**src/rtl/uart_pkg.sv**
```systemverilog
// Shared types for the UART receiver: parity mode, receiver FSM states and the
// buffered frame entry, plus the parity helper used when a frame completes.
package uart_pkg;

  localparam int MAX_DATA_WIDTH = 9;

  typedef enum logic [1:0] {
    PAR_NONE = 2'd0,
    PAR_EVEN = 2'd1,
    PAR_ODD  = 2'd2
  } parity_e;

  typedef enum logic [2:0] {
    ST_IDLE,
    ST_START,
    ST_DATA,
    ST_PARITY,
    ST_STOP,
    ST_WAIT_IDLE
  } rx_state_e;

  typedef struct packed {
    logic                      brk;
    logic                      frame_err;
    logic                      parity_err;
    logic [MAX_DATA_WIDTH-1:0] data;
  } rx_entry_t;

  // Expected parity bit; zero-extended data does not change the XOR reduction.
  function automatic logic expected_parity(input parity_e mode,
                                           input logic [MAX_DATA_WIDTH-1:0] d);
    return (mode == PAR_ODD) ? ~^d : ^d;
  endfunction

endpackage

```
**src/rtl/uart_rx_fifo_core_if.sv**
```systemverilog
// Stream interface carrying the head-of-FIFO frame and its status flags to the consumer.
interface uart_rx_fifo_core_if #(
  parameter int DATA_WIDTH = 8
);
  logic [DATA_WIDTH-1:0] m_data;
  logic                  m_parity_err;
  logic                  m_frame_err;
  logic                  m_break;
  logic                  m_valid;
  logic                  m_ready;

  modport master (
    output m_data, m_parity_err, m_frame_err, m_break, m_valid,
    input  m_ready
  );

  modport slave (
    input  m_data, m_parity_err, m_frame_err, m_break, m_valid,
    output m_ready
  );
endinterface

```
**src/rtl/uart_sync_fifo.sv**
```systemverilog
// Generic show-ahead FIFO: the head word is visible whenever the FIFO is not empty.
// A write into a full FIFO is accepted only if a pop happens in the same cycle.
module uart_sync_fifo #(
  parameter int WIDTH = 8,
  parameter int DEPTH = 8
) (
  input  logic                     clk,
  input  logic                     rst,
  input  logic                     in_valid_i,
  input  logic [WIDTH-1:0]         in_data_i,
  input  logic                     out_ready_i,
  output logic [WIDTH-1:0]         out_data_o,
  output logic [$clog2(DEPTH):0]   level_o,
  output logic                     full_o,
  output logic                     empty_o
);
  localparam int PTR_W = $clog2(DEPTH);
  localparam int LVL_W = PTR_W + 1;

  logic [WIDTH-1:0] mem_q [DEPTH];
  logic [PTR_W-1:0] wr_ptr_q, rd_ptr_q;
  logic [LVL_W-1:0] level_q;
  logic             do_pop, do_push;

  assign full_o  = (level_q == LVL_W'(DEPTH));
  assign empty_o = (level_q == '0);
  assign do_pop  = out_ready_i && !empty_o;
  assign do_push = in_valid_i && (!full_o || do_pop);

  always_ff @(posedge clk or posedge rst) begin
    if (rst) begin
      wr_ptr_q <= '0;
      rd_ptr_q <= '0;
      level_q  <= '0;
    end else begin
      if (do_push) wr_ptr_q <= wr_ptr_q + 1'b1;
      if (do_pop)  rd_ptr_q <= rd_ptr_q + 1'b1;
      if (do_push && !do_pop)      level_q <= level_q + 1'b1;
      else if (do_pop && !do_push) level_q <= level_q - 1'b1;
    end
  end

  always_ff @(posedge clk) begin
    if (do_push) mem_q[wr_ptr_q] <= in_data_i;
  end

  // Gate the head so an empty FIFO presents zeros rather than stale storage.
  assign out_data_o = empty_o ? '0 : mem_q[rd_ptr_q];
  assign level_o    = level_q;

endmodule

```
**src/rtl/uart_rx_fifo_core.sv**
```systemverilog
// Oversampling UART receiver with synchroniser, 3-sample majority vote, parity/framing/break
// detection, feeding a show-ahead FIFO exposed on a valid/ready stream interface.
module uart_rx_fifo_core
  import uart_pkg::*;
#(
  parameter int DATA_WIDTH = 8,
  parameter int PARITY     = 0,
  parameter int STOP_BITS  = 1,
  parameter int OVERSAMPLE = 16,
  parameter int FIFO_DEPTH = 8
) (
  input  logic                        clk,
  input  logic                        rst,
  input  logic                        baud_tick,
  input  logic                        rx,
  uart_rx_fifo_core_if.master         m_if,
  output logic [$clog2(FIFO_DEPTH):0] fifo_level,
  output logic                        overrun,
  output logic                        busy
);
  localparam int      CNT_W    = $clog2(OVERSAMPLE);
  localparam int      IDX_W    = $clog2(DATA_WIDTH) + 1;
  localparam parity_e PAR_MODE = parity_e'(PARITY);
  localparam logic [CNT_W-1:0] S0      = CNT_W'(OVERSAMPLE/2 - 1);
  localparam logic [CNT_W-1:0] S1      = CNT_W'(OVERSAMPLE/2);
  localparam logic [CNT_W-1:0] S2      = CNT_W'(OVERSAMPLE/2 + 1);
  localparam logic [CNT_W-1:0] CNT_END = CNT_W'(OVERSAMPLE - 1);

  rx_state_e             state_q, state_d;
  logic [CNT_W-1:0]      cnt_q, cnt_d;
  logic [IDX_W-1:0]      idx_q, idx_d;
  logic [DATA_WIDTH-1:0] data_q, data_d;
  logic                  par_q, par_d;
  logic                  ferr_q, ferr_d;
  logic [1:0]            smp_q, smp_d;
  logic [1:0]            sync_q;
  logic                  overrun_q;
  logic                  rx_s, vote, push, ferr_new;
  logic                  fifo_full, fifo_empty;
  rx_entry_t             push_entry, head_entry;

  always_ff @(posedge clk or posedge rst) begin
    if (rst) sync_q <= 2'b11;
    else     sync_q <= {sync_q[0], rx};
  end
  assign rx_s = sync_q[1];

  assign vote     = (smp_q[0] & smp_q[1]) | (smp_q[0] & rx_s) | (smp_q[1] & rx_s);
  assign ferr_new = ferr_q | ~vote;

  always_ff @(posedge clk or posedge rst) begin
    if (rst) begin
      state_q <= ST_IDLE;
      cnt_q   <= '0;
      idx_q   <= '0;
      data_q  <= '0;
      par_q   <= 1'b0;
      ferr_q  <= 1'b0;
      smp_q   <= 2'b11;
    end else begin
      state_q <= state_d;
      cnt_q   <= cnt_d;
      idx_q   <= idx_d;
      data_q  <= data_d;
      par_q   <= par_d;
      ferr_q  <= ferr_d;
      smp_q   <= smp_d;
    end
  end

  always_comb begin
    state_d = state_q;
    cnt_d   = cnt_q;
    idx_d   = idx_q;
    data_d  = data_q;
    par_d   = par_q;
    ferr_d  = ferr_q;
    smp_d   = smp_q;
    push    = 1'b0;
    if (baud_tick) begin
      if (state_q == ST_IDLE) begin
        if (!rx_s) begin
          state_d = ST_START;
          cnt_d   = '0;
          idx_d   = '0;
          ferr_d  = 1'b0;
        end
      end else if (state_q == ST_WAIT_IDLE) begin
        if (rx_s) state_d = ST_IDLE;
      end else begin
        cnt_d = (cnt_q == CNT_END) ? '0 : cnt_q + 1'b1;
        if (cnt_q == S0) smp_d[0] = rx_s;
        if (cnt_q == S1) smp_d[1] = rx_s;
        // Mid-bit: the vote is resolved and consumed on this tick.
        if (cnt_q == S2) begin
          case (state_q)
            ST_START:  if (vote) state_d = ST_IDLE;
            ST_DATA: begin
              data_d = {vote, data_q[DATA_WIDTH-1:1]};
              idx_d  = idx_q + 1'b1;
            end
            ST_PARITY: par_d = vote;
            ST_STOP: begin
              ferr_d = ferr_new;
              if (idx_q == IDX_W'(STOP_BITS - 1)) begin
                push    = 1'b1;
                state_d = ferr_new ? ST_WAIT_IDLE : ST_IDLE;
              end else begin
                idx_d = idx_q + 1'b1;
              end
            end
            default: ;
          endcase
        end
        if (cnt_q == CNT_END) begin
          case (state_q)
            ST_START: begin
              state_d = ST_DATA;
              idx_d   = '0;
            end
            ST_DATA: begin
              if (idx_q == IDX_W'(DATA_WIDTH)) begin
                state_d = (PAR_MODE != PAR_NONE) ? ST_PARITY : ST_STOP;
                idx_d   = '0;
              end
            end
            ST_PARITY: begin
              state_d = ST_STOP;
              idx_d   = '0;
            end
            default: ;
          endcase
        end
      end
    end
  end

  always_comb begin
    push_entry            = '0;
    push_entry.data       = MAX_DATA_WIDTH'(data_q);
    push_entry.parity_err = (PAR_MODE != PAR_NONE) &&
                            (par_q != expected_parity(PAR_MODE, MAX_DATA_WIDTH'(data_q)));
    push_entry.frame_err  = ferr_new;
    push_entry.brk        = ferr_new && (data_q == '0) && ((PAR_MODE == PAR_NONE) || !par_q);
  end

  uart_sync_fifo #(
    .WIDTH ($bits(rx_entry_t)),
    .DEPTH (FIFO_DEPTH)
  ) u_fifo (
    .clk         (clk),
    .rst         (rst),
    .in_valid_i  (push),
    .in_data_i   (push_entry),
    .out_ready_i (m_if.m_ready),
    .out_data_o  (head_entry),
    .level_o     (fifo_level),
    .full_o      (fifo_full),
    .empty_o     (fifo_empty)
  );

  // Dropped frame: push into a full FIFO with no simultaneous pop.
  always_ff @(posedge clk or posedge rst) begin
    if (rst) overrun_q <= 1'b0;
    else     overrun_q <= push && fifo_full && !m_if.m_ready;
  end

  assign overrun           = overrun_q;
  assign busy              = (state_q != ST_IDLE);
  assign m_if.m_valid      = !fifo_empty;
  assign m_if.m_data       = head_entry.data[DATA_WIDTH-1:0];
  assign m_if.m_parity_err = head_entry.parity_err;
  assign m_if.m_frame_err  = head_entry.frame_err;
  assign m_if.m_break      = head_entry.brk;

endmodule

```
**src/flat_wrapper.sv**
```systemverilog
// flat-port wrapper written by rule: the top's interface ports become plain ports
module uart_rx_fifo_core_flat import uart_pkg::*;
#(
  parameter int DATA_WIDTH = 8,
  parameter int PARITY     = 0,
  parameter int STOP_BITS  = 1,
  parameter int OVERSAMPLE = 16,
  parameter int FIFO_DEPTH = 8
)
  (clk, rst, baud_tick, rx, fifo_level, overrun, busy, m_if_m_data, m_if_m_parity_err, m_if_m_frame_err, m_if_m_break, m_if_m_valid, m_if_m_ready);
  uart_rx_fifo_core_if #(.DATA_WIDTH(DATA_WIDTH)) m_if_i ();
  input  logic clk;
  input  logic rst;
  input  logic baud_tick;
  input  logic rx;
  output logic [$clog2(FIFO_DEPTH):0] fifo_level;
  output logic overrun;
  output logic busy;
  output wire logic [$bits(m_if_i.m_data)-1:0] m_if_m_data;
  output wire logic [$bits(m_if_i.m_parity_err)-1:0] m_if_m_parity_err;
  output wire logic [$bits(m_if_i.m_frame_err)-1:0] m_if_m_frame_err;
  output wire logic [$bits(m_if_i.m_break)-1:0] m_if_m_break;
  output wire logic [$bits(m_if_i.m_valid)-1:0] m_if_m_valid;
  input wire logic [$bits(m_if_i.m_ready)-1:0] m_if_m_ready;
  assign m_if_m_data = m_if_i.m_data;
  assign m_if_m_parity_err = m_if_i.m_parity_err;
  assign m_if_m_frame_err = m_if_i.m_frame_err;
  assign m_if_m_break = m_if_i.m_break;
  assign m_if_m_valid = m_if_i.m_valid;
  assign m_if_i.m_ready = m_if_m_ready;
  uart_rx_fifo_core #(.DATA_WIDTH(DATA_WIDTH), .PARITY(PARITY), .STOP_BITS(STOP_BITS), .OVERSAMPLE(OVERSAMPLE), .FIFO_DEPTH(FIFO_DEPTH)) u_core (.clk(clk), .rst(rst), .baud_tick(baud_tick), .rx(rx), .m_if(m_if_i), .fifo_level(fifo_level), .overrun(overrun), .busy(busy));
endmodule
```
**config.mk**
```make
export PLATFORM = sky130hd
export DESIGN_NAME = uart_rx_fifo_core_flat
export DESIGN_NICKNAME = d
export VERILOG_FILES = /design/src/rtl/uart_pkg.sv /design/src/rtl/uart_rx_fifo_core_if.sv /design/src/rtl/uart_sync_fifo.sv /design/src/rtl/uart_rx_fifo_core.sv /design/src/flat_wrapper.sv
export SDC_FILE = /design/constraint.sdc
export NUM_CORES = 1
export LEC_CHECK = 0
export CORE_ASPECT_RATIO = 1.75
export CORE_MARGIN = 10
export CORE_UTILIZATION = 40
export DETAILED_ROUTE_END_ITERATION = 8
export PLACE_DENSITY_LB_ADDON = 0.05
export SLEW_MARGIN = 40
export SYNTH_ARGS = -nofsm -noshare
export SYNTH_HDL_FRONTEND = slang
export SYNTH_SLANG_ARGS = --single-unit
```
**constraint.sdc**
```tcl
create_clock -name clk -period 7.2 [get_ports clk]
set_input_delay 2.16 -clock clk [delete_from_list [all_inputs] [get_ports clk]]
set_output_delay 2.16 -clock clk [all_outputs]
set_load 0.01 [all_outputs]
```
==> Word-level counts from Yosys, hierarchy flattened <==
Memories as Yosys holds them, arrays and structs flattened.
Index checks and enable logic that the tools add are counted.
{ "word_totals": {"register_bits": 35, "mem_bits_rw": 80, "wordCells": 110, "n_memories": 1} }
{ "mem_list": {"columns": ["name", "words", "width", "rd", "rd_clocked_by_memory_dff", "wr", "line_no", "text"], "rows": [
  ["u_core.u_fifo.mem_q", 8, 10, 1, 0, 1, "uart_sync_fifo.sv:20", "logic [WIDTH-1:0] mem_q [DEPTH];"]
]} }
{ "op_classes": {"n_addsub": 6, "eq_ne": 14, "muxes": 40, "n_bitwise": 9, "reduce_logical": 28} }
{ "ops": {"columns": ["cell", "n"], "rows": [
  ["4-bit 2-to-1 mux", 12],
  ["3-bit 2-to-1 mux", 10],
  ["4-bit equality test, second input constant", 5],
  ["4-bit case mux with 2 select lines", 2],
  ["1-bit 2-to-1 mux", 13],
  ["4-bit by 1-bit adder with 4-bit output, second input constant", 3],
  ["12-bit 2-to-1 mux", 1],
  ["5-bit AND reduction", 2],
  ["3-bit case mux with 3 select lines", 1],
  ["4-bit zero test", 2],
  ["8-bit zero test", 1],
  ["4-bit AND reduction", 2],
  ["1-bit logical AND", 7],
  ["3-bit by 1-bit adder with 3-bit output, second input constant", 2],
  ["3-bit by 2-bit equality test with 1-bit output, second input constant", 2],
  ["3-bit equality test, second input constant", 2],
  ["3-bit case mux with 2 select lines", 1],
  ["3-bit AND reduction", 2],
  ["2-bit nonzero test", 3],
  ["1-bit zero test", 5],
  ["4-bit by 3-bit equality test with 1-bit output, second input constant", 1],
  ["4-bit by 1-bit subtractor with 4-bit output, second input constant", 1],
  ["1-bit bitwise AND", 3],
  ["3-bit by 1-bit equality test with 1-bit output, second input constant", 1],
  ["9 further kinds", 13]
]} }

==> Longest topological paths before layout <==
{ "depth": {"depth_word": 14, "ltp_mapped": 14, "ltp_nobuf": 13} }

==> Cells and area by module <==
Synthesis repeated with hierarchy kept, for this count alone.
{ "unflattened": {"hier_cells": 342, "area_unflattened_um2": 5765.5} }
{ "modules_own_cells": {"columns": ["mod", "instances", "cells_per_inst", "area_per_inst_um2"], "rows": [
  ["uart_sync_fifo", 1, 205, 4254.1],
  ["uart_rx_fifo_core", 1, 137, 1511.4]
]} }

==> Worst setup path before layout <==
OpenSTA, ideal clock, no wires.
{ "synth_timing": {"path_kind": "input to register", "startpoint": "input port baud_tick", "endpoint": "memory u_core.u_fifo.mem_q[0][0] (netlist name), enable pin", "t_arrival_ns": 3.878, "required_ns": 6.796, "path_slack_ns": 2.919, "cell_stages": 5, "n_path_buf": 1, "cell_sequence": "clkbuf_8 and4bb_2 and4_4 nand2_4 nor4_1"} }
{ "synth_via": {"elab_chain_cells": 4} }
{ "synth_rtl": {"columns": ["item", "line_no", "text"], "rows": [
  ["start, declared", "flat_wrapper.sv:14", "input logic baud_tick;"],
  ["1-bit 2-to-1 mux", "uart_rx_fifo_core.sv:80", "if (baud_tick) begin"],
  ["1-bit logical AND", "uart_sync_fifo.sv:28", "assign do_push = in_valid_i && (!full_o || do_pop);"],
  ["1-bit 2-to-1 mux", "uart_sync_fifo.sv:44", "if (do_push) mem_q[wr_ptr_q] <= in_data_i;"],
  ["1-bit 2-to-1 mux (not written as such)", "uart_sync_fifo.sv:44", null],
  ["end, declared", "uart_sync_fifo.sv:20", null]
]} }
Every way passes these cells.

==> Final worst setup path <==
{ "layout_timing": {"startpoint": "register u_core.u_fifo.rd_ptr_q[0]", "endpoint": "output port m_if_m_frame_err"} }
{ "layout_via": {"elab_chain_cells": 2} }
{ "layout_rtl": {"columns": ["item", "line_no", "text"], "rows": [
  ["start, declared", "uart_sync_fifo.sv:21", "logic [PTR_W-1:0] wr_ptr_q, rd_ptr_q;"],
  ["start signal, assigned", "uart_sync_fifo.sv:37", "if (do_pop) rd_ptr_q <= rd_ptr_q + 1'b1;"],
  ["memory 8 x 10 bit", null, null],
  ["12-bit 2-to-1 mux", "uart_sync_fifo.sv:48", "assign out_data_o = empty_o ? '0 : mem_q[rd_ptr_q];"],
  ["end, declared", "flat_wrapper.sv:21", "output wire logic [$bits(m_if_i.m_frame_err)-1:0] m_if_m_frame_err;"]
]} }
Every way passes these cells.

==> out/metrics.csv <==
stage,metric,value,unit
run_status,status,completed,
power,power.total,2.27,mW
place,post-place-ws,2.26,ns
setup_path,rr_worst_depth,13,
logic_synthesis,syn_inst,326,
power,irDropWorstVdd,0.188,mV
job,drv_cap,0,
logic_synthesis,synth_compound_area_frac,0.0524,
min_path,min_path_cells,0,
timing,hold_slack,0.357,ns
logic_synthesis,ys_ff_latch,115,
setup_path,crit_type,register to primary output,
setup_path,r2r_start,u_core.cnt_q[1]$_DFFE_PP0P_,
global_routing,track_usage,0.125,
cts,cts.sink_count,115,
detailed_routing,via_per_inst,5.21,
final_layout,final_net_count,376,
cts,clockBufferDepth,2,
die,dieArea,17900,sq um
die,die_x,105,microns
detailed_routing,routed_wl,10500,microns
timing,finClkSkew,0.0104,ns
logic_synthesis,yosys.area_share.simple,0.0875,
final_layout,n_antenna_cell,0,
logic_synthesis,ys_seq_area_frac,0.643,
global_routing,antenna_found_initial,0,
final_layout,stdcell_count,540,
logic_synthesis,synth_edf_count,80,
setup_path,slowest_delay,0.56,ns
place,place_area,5520,sq um
logic_synthesis,synth_cell_types,57,
logic_synthesis,syn_area_per_cell,15.7,sq um
logic_synthesis,synth_top_family_by_area,multiplexers,
setup_path,cp_top_family,buffers and inverters,
setup_path,cp-start-kind,register,
detailed_routing,drtIter0Drc,128,
cts,htreeDepth,4,
power,power_density,372,nW/um^2
final_layout,area_growth,19.5,%
logic_synthesis,synth_xor_area_frac,0.0154,
timing,finalCritPeriodShare,0.641,
final_layout,regArea,3280,sq um
die,rows,54,
logic_synthesis,synth_warnings,0,
timing,slew_headroom,0.535,
logic_synthesis,yosys.area.top_type,edfxtp_1,
timing,max_freq,217,MHz
detailed_routing,num_vias,2811,
global_routing,overflow,0,
cts,clk_latency,0.40,ns
place,globalplace.congestion,0.779,
setup_path,rr_endpoint,u_core.u_fifo.level_o[3]$_DFFE_PP0P_,
cts,cts_made_buffers,17,
cts,cts_root_buffer,clkbuf_16,
timing,period_needed,4.62,ns
final_layout,final_area,6100,sq um
timing,rsz0062_at_grt,false,
cts,post_cts_buffers,0,
logic_synthesis,yosys.area_share.adder,0.0304,
detailed_routing,wl_per_cell,19.5,microns
detailed_routing,drcViolationCount,0,
setup_path,cp.required,5.04,ns
timing,setup_tns,0,ns
die,io_pins,23,
global_routing,grt_start_max_net_pins,36,
logic_synthesis,synth_ff_type,edfxtp_1,
setup_path,crit_path_end_kind,primary output,
place,dp_cells,509,
logic_synthesis,syn-num-nets,342,
setup_path,crit_arrival,2.46,ns
min_path,min_from,u_core.sync_q[0]$_DFF_PP1_,
logic_synthesis,netlist.area_leader.share,0.470,
final_layout,multi_input_area,1710,sq um
setup_path,cp_max_fo,20,
detailed_routing,antenna_left,0,
setup_path,regToRegSetupSlack,4.28,ns
global_routing,grt_pass1_wl,17200,microns
logic_synthesis,syn_area,5110,sq um
timing,worst_pin_slew,0.697,ns
timing,hold_viol,0,
die,initial_core_util,0.409,
min_path,hold_path_end,u_core.sync_q[1]$_DFF_PP1_,
die,fp.dieH,169,microns
logic_synthesis,synthArstFlopShare,0.304,
cts,cts_tree,built,
die,core-area,12500,sq um
final_layout,fill_cells,1099,
detailed_routing,dr.pass1.iters,4,
setup_path,path_buf_inv,2,
place,dpl.hpwl,7320,microns
setup_path,critPathSlowestCell,mux4_2,
timing,slew_violations,0,
min_path,hold_path_class,register to register,
final_layout,drive_above_1_share,0.239,
place,numPortBuffers,21,
setup_path,worstPathCellList,"buf_4, mux4_2, mux2i_1, nor2_1, clkdlybuf4s50_1",
timing,finalSetupViolations,0,
logic_synthesis,synthTopCellsByArea,"edfxtp_1 47%, dfrtp_1 15%, mux4_2 8.8%, mux2_2 2.6%, ha_1 2.4%",
timing,worst_slack,2.58,ns
logic_synthesis,synth.mux.area_fraction,0.141,
cts,postCtsHoldBufs,0,
cts,post_cts_resized,0,
power,p_leak,2.25,nW
final_layout,finish.utilization,0.488,
cts,clk_pin_slew,0.05,ns
global_routing,grt_pass1_vias,3054,
==> cell type report <==
class | instances | area share
well taps | 168 | 0.0344
inverters | 13 | 0.00800
flip-flops and latches | 115 | 0.538
clock inverters | 11 | 0.0226
repair buffers | 29 | 0.0449
clock buffers | 20 | 0.0715
multi-input cells | 184 | 0.280
==> cell families after synthesis <==
family          after synthesis
mux                          45
compound gates               38
simple gates                 79
buf+inv                      27
flops                       115
other cells                   1
xor+xnor                      9
fa+ha+maj                    12
==> cell usage in the layout (no fill, tap or decap), types with 3 or more instances in the layout <==
| master | netlist | routed |
|---|---|---|
| a211oi_1 | 3 | 3 |
| a21o_1 | 3 | 3 |
| a21oi_1 | 8 | 8 |
| buf_4 | 2 | 7 |
| bufinv_16 | 0 | 3 |
| clkbuf_1 | 4 | 3 |
| clkbuf_16 | 0 | 17 |
| clkdlybuf4s50_1 | 0 | 21 |
| clkinvlp_4 | 0 | 4 |
| dfrtp_1 | 31 | 30 |
| dfstp_2 | 4 | 4 |
| edfxtp_1 | 80 | 80 |
| ha_1 | 10 | 10 |
| inv_1 | 13 | 13 |
| mux2_2 | 12 | 12 |
| mux2i_1 | 12 | 12 |
| mux4_2 | 20 | 20 |
| nand2_1 | 12 | 12 |
| nand2b_1 | 7 | 7 |
| nand3_1 | 5 | 5 |
| nand4_1 | 3 | 3 |
| nand4b_1 | 3 | 3 |
| nor2_1 | 21 | 18 |
| nor2_2 | 0 | 3 |
| nor2b_1 | 3 | 3 |
| nor3_1 | 7 | 5 |
| o21ai_0 | 8 | 8 |
| xnor2_1 | 8 | 8 |
==> power by group <==
part / internal [mW] / switching, mW
combinational: 0.294 / 0.251
clock: 0.537 / 0.275
sequential: 0.779 / 0.131
==> per-layer routing <==
layer | track usage | share of wire | up-vias
li1 | - | - | 1319
met2 | 0.234 | 0.58 | 29
met4 | 0.0486 | 0.0093 | 0
met3 | 0.0308 | 0.019 | 6
met1 | 0.129 | 0.39 | 1457
met5 | 0 | 0 | -
==> synth_stat cells, types with 2 or more instances <==
cell type and number:
xnor2_1 8, nand2b_1 7, clkbuf_1 4, buf_4 2, and4bb_2 2, dfstp_2 4
buf_6 4, o31ai_1 2, a21o_1 3, mux2i_1 12, a21oi_2 2, dfrtp_1 31
a21oi_1 8, nor2b_1 3, edfxtp_1 80, a211o_1 2, ha_1 10, a31oi_1 2
buf_2 2, a211oi_1 3, nand4b_1 3, mux4_2 20, nand4_1 3, nor4_1 4
nor2_1 21, nor3_1 7, mux2_2 12, nand3_1 5, or3_1 2, inv_1 13
o21ai_0 8, nand2_1 12
==> worst max-delay path by stage <==
stage,startpoint,end,slack [ns],depth (start not counted)
6_report,u_core.u_fifo.rd_ptr_q[0]$_DFFE_PP0P_,m_if_m_frame_err,2.58,5
5_1_grt,u_core.u_fifo.rd_ptr_q[0]$_DFFE_PP0P_,m_if_m_data[3],2.39,5
4_1_cts,u_core.u_fifo.rd_ptr_q[0]$_DFFE_PP0P_,m_if_m_frame_err,2.50,5
3_5_place_dp,baud_tick,u_core.u_fifo.level_o[3]$_DFFE_PP0P_,2.26,12
3_3_place_gp,baud_tick,u_core.u_fifo.level_o[3]$_DFFE_PP0P_,2.28,12
2_1_floorplan,baud_tick,u_core.u_fifo.mem_q[0][0]$_DFFE_PP_,2.92,5
==> state kept, by name, indices dropped and copies added (netlist names) <==
register,cells
u_core.cnt_q,4
u_core.overrun,1
u_core.idx_q,4
u_core.smp_q,2
u_core.u_fifo.mem_q,80
u_core.ferr_q,1
u_core.u_fifo.wr_ptr_q,3
u_core.sync_q,2
u_core.u_fifo.rd_ptr_q,3
u_core.state_q,3
u_core.data_q,8
u_core.u_fifo.level_o,4
Note: power is estimated with default switching activity, not from simulation.
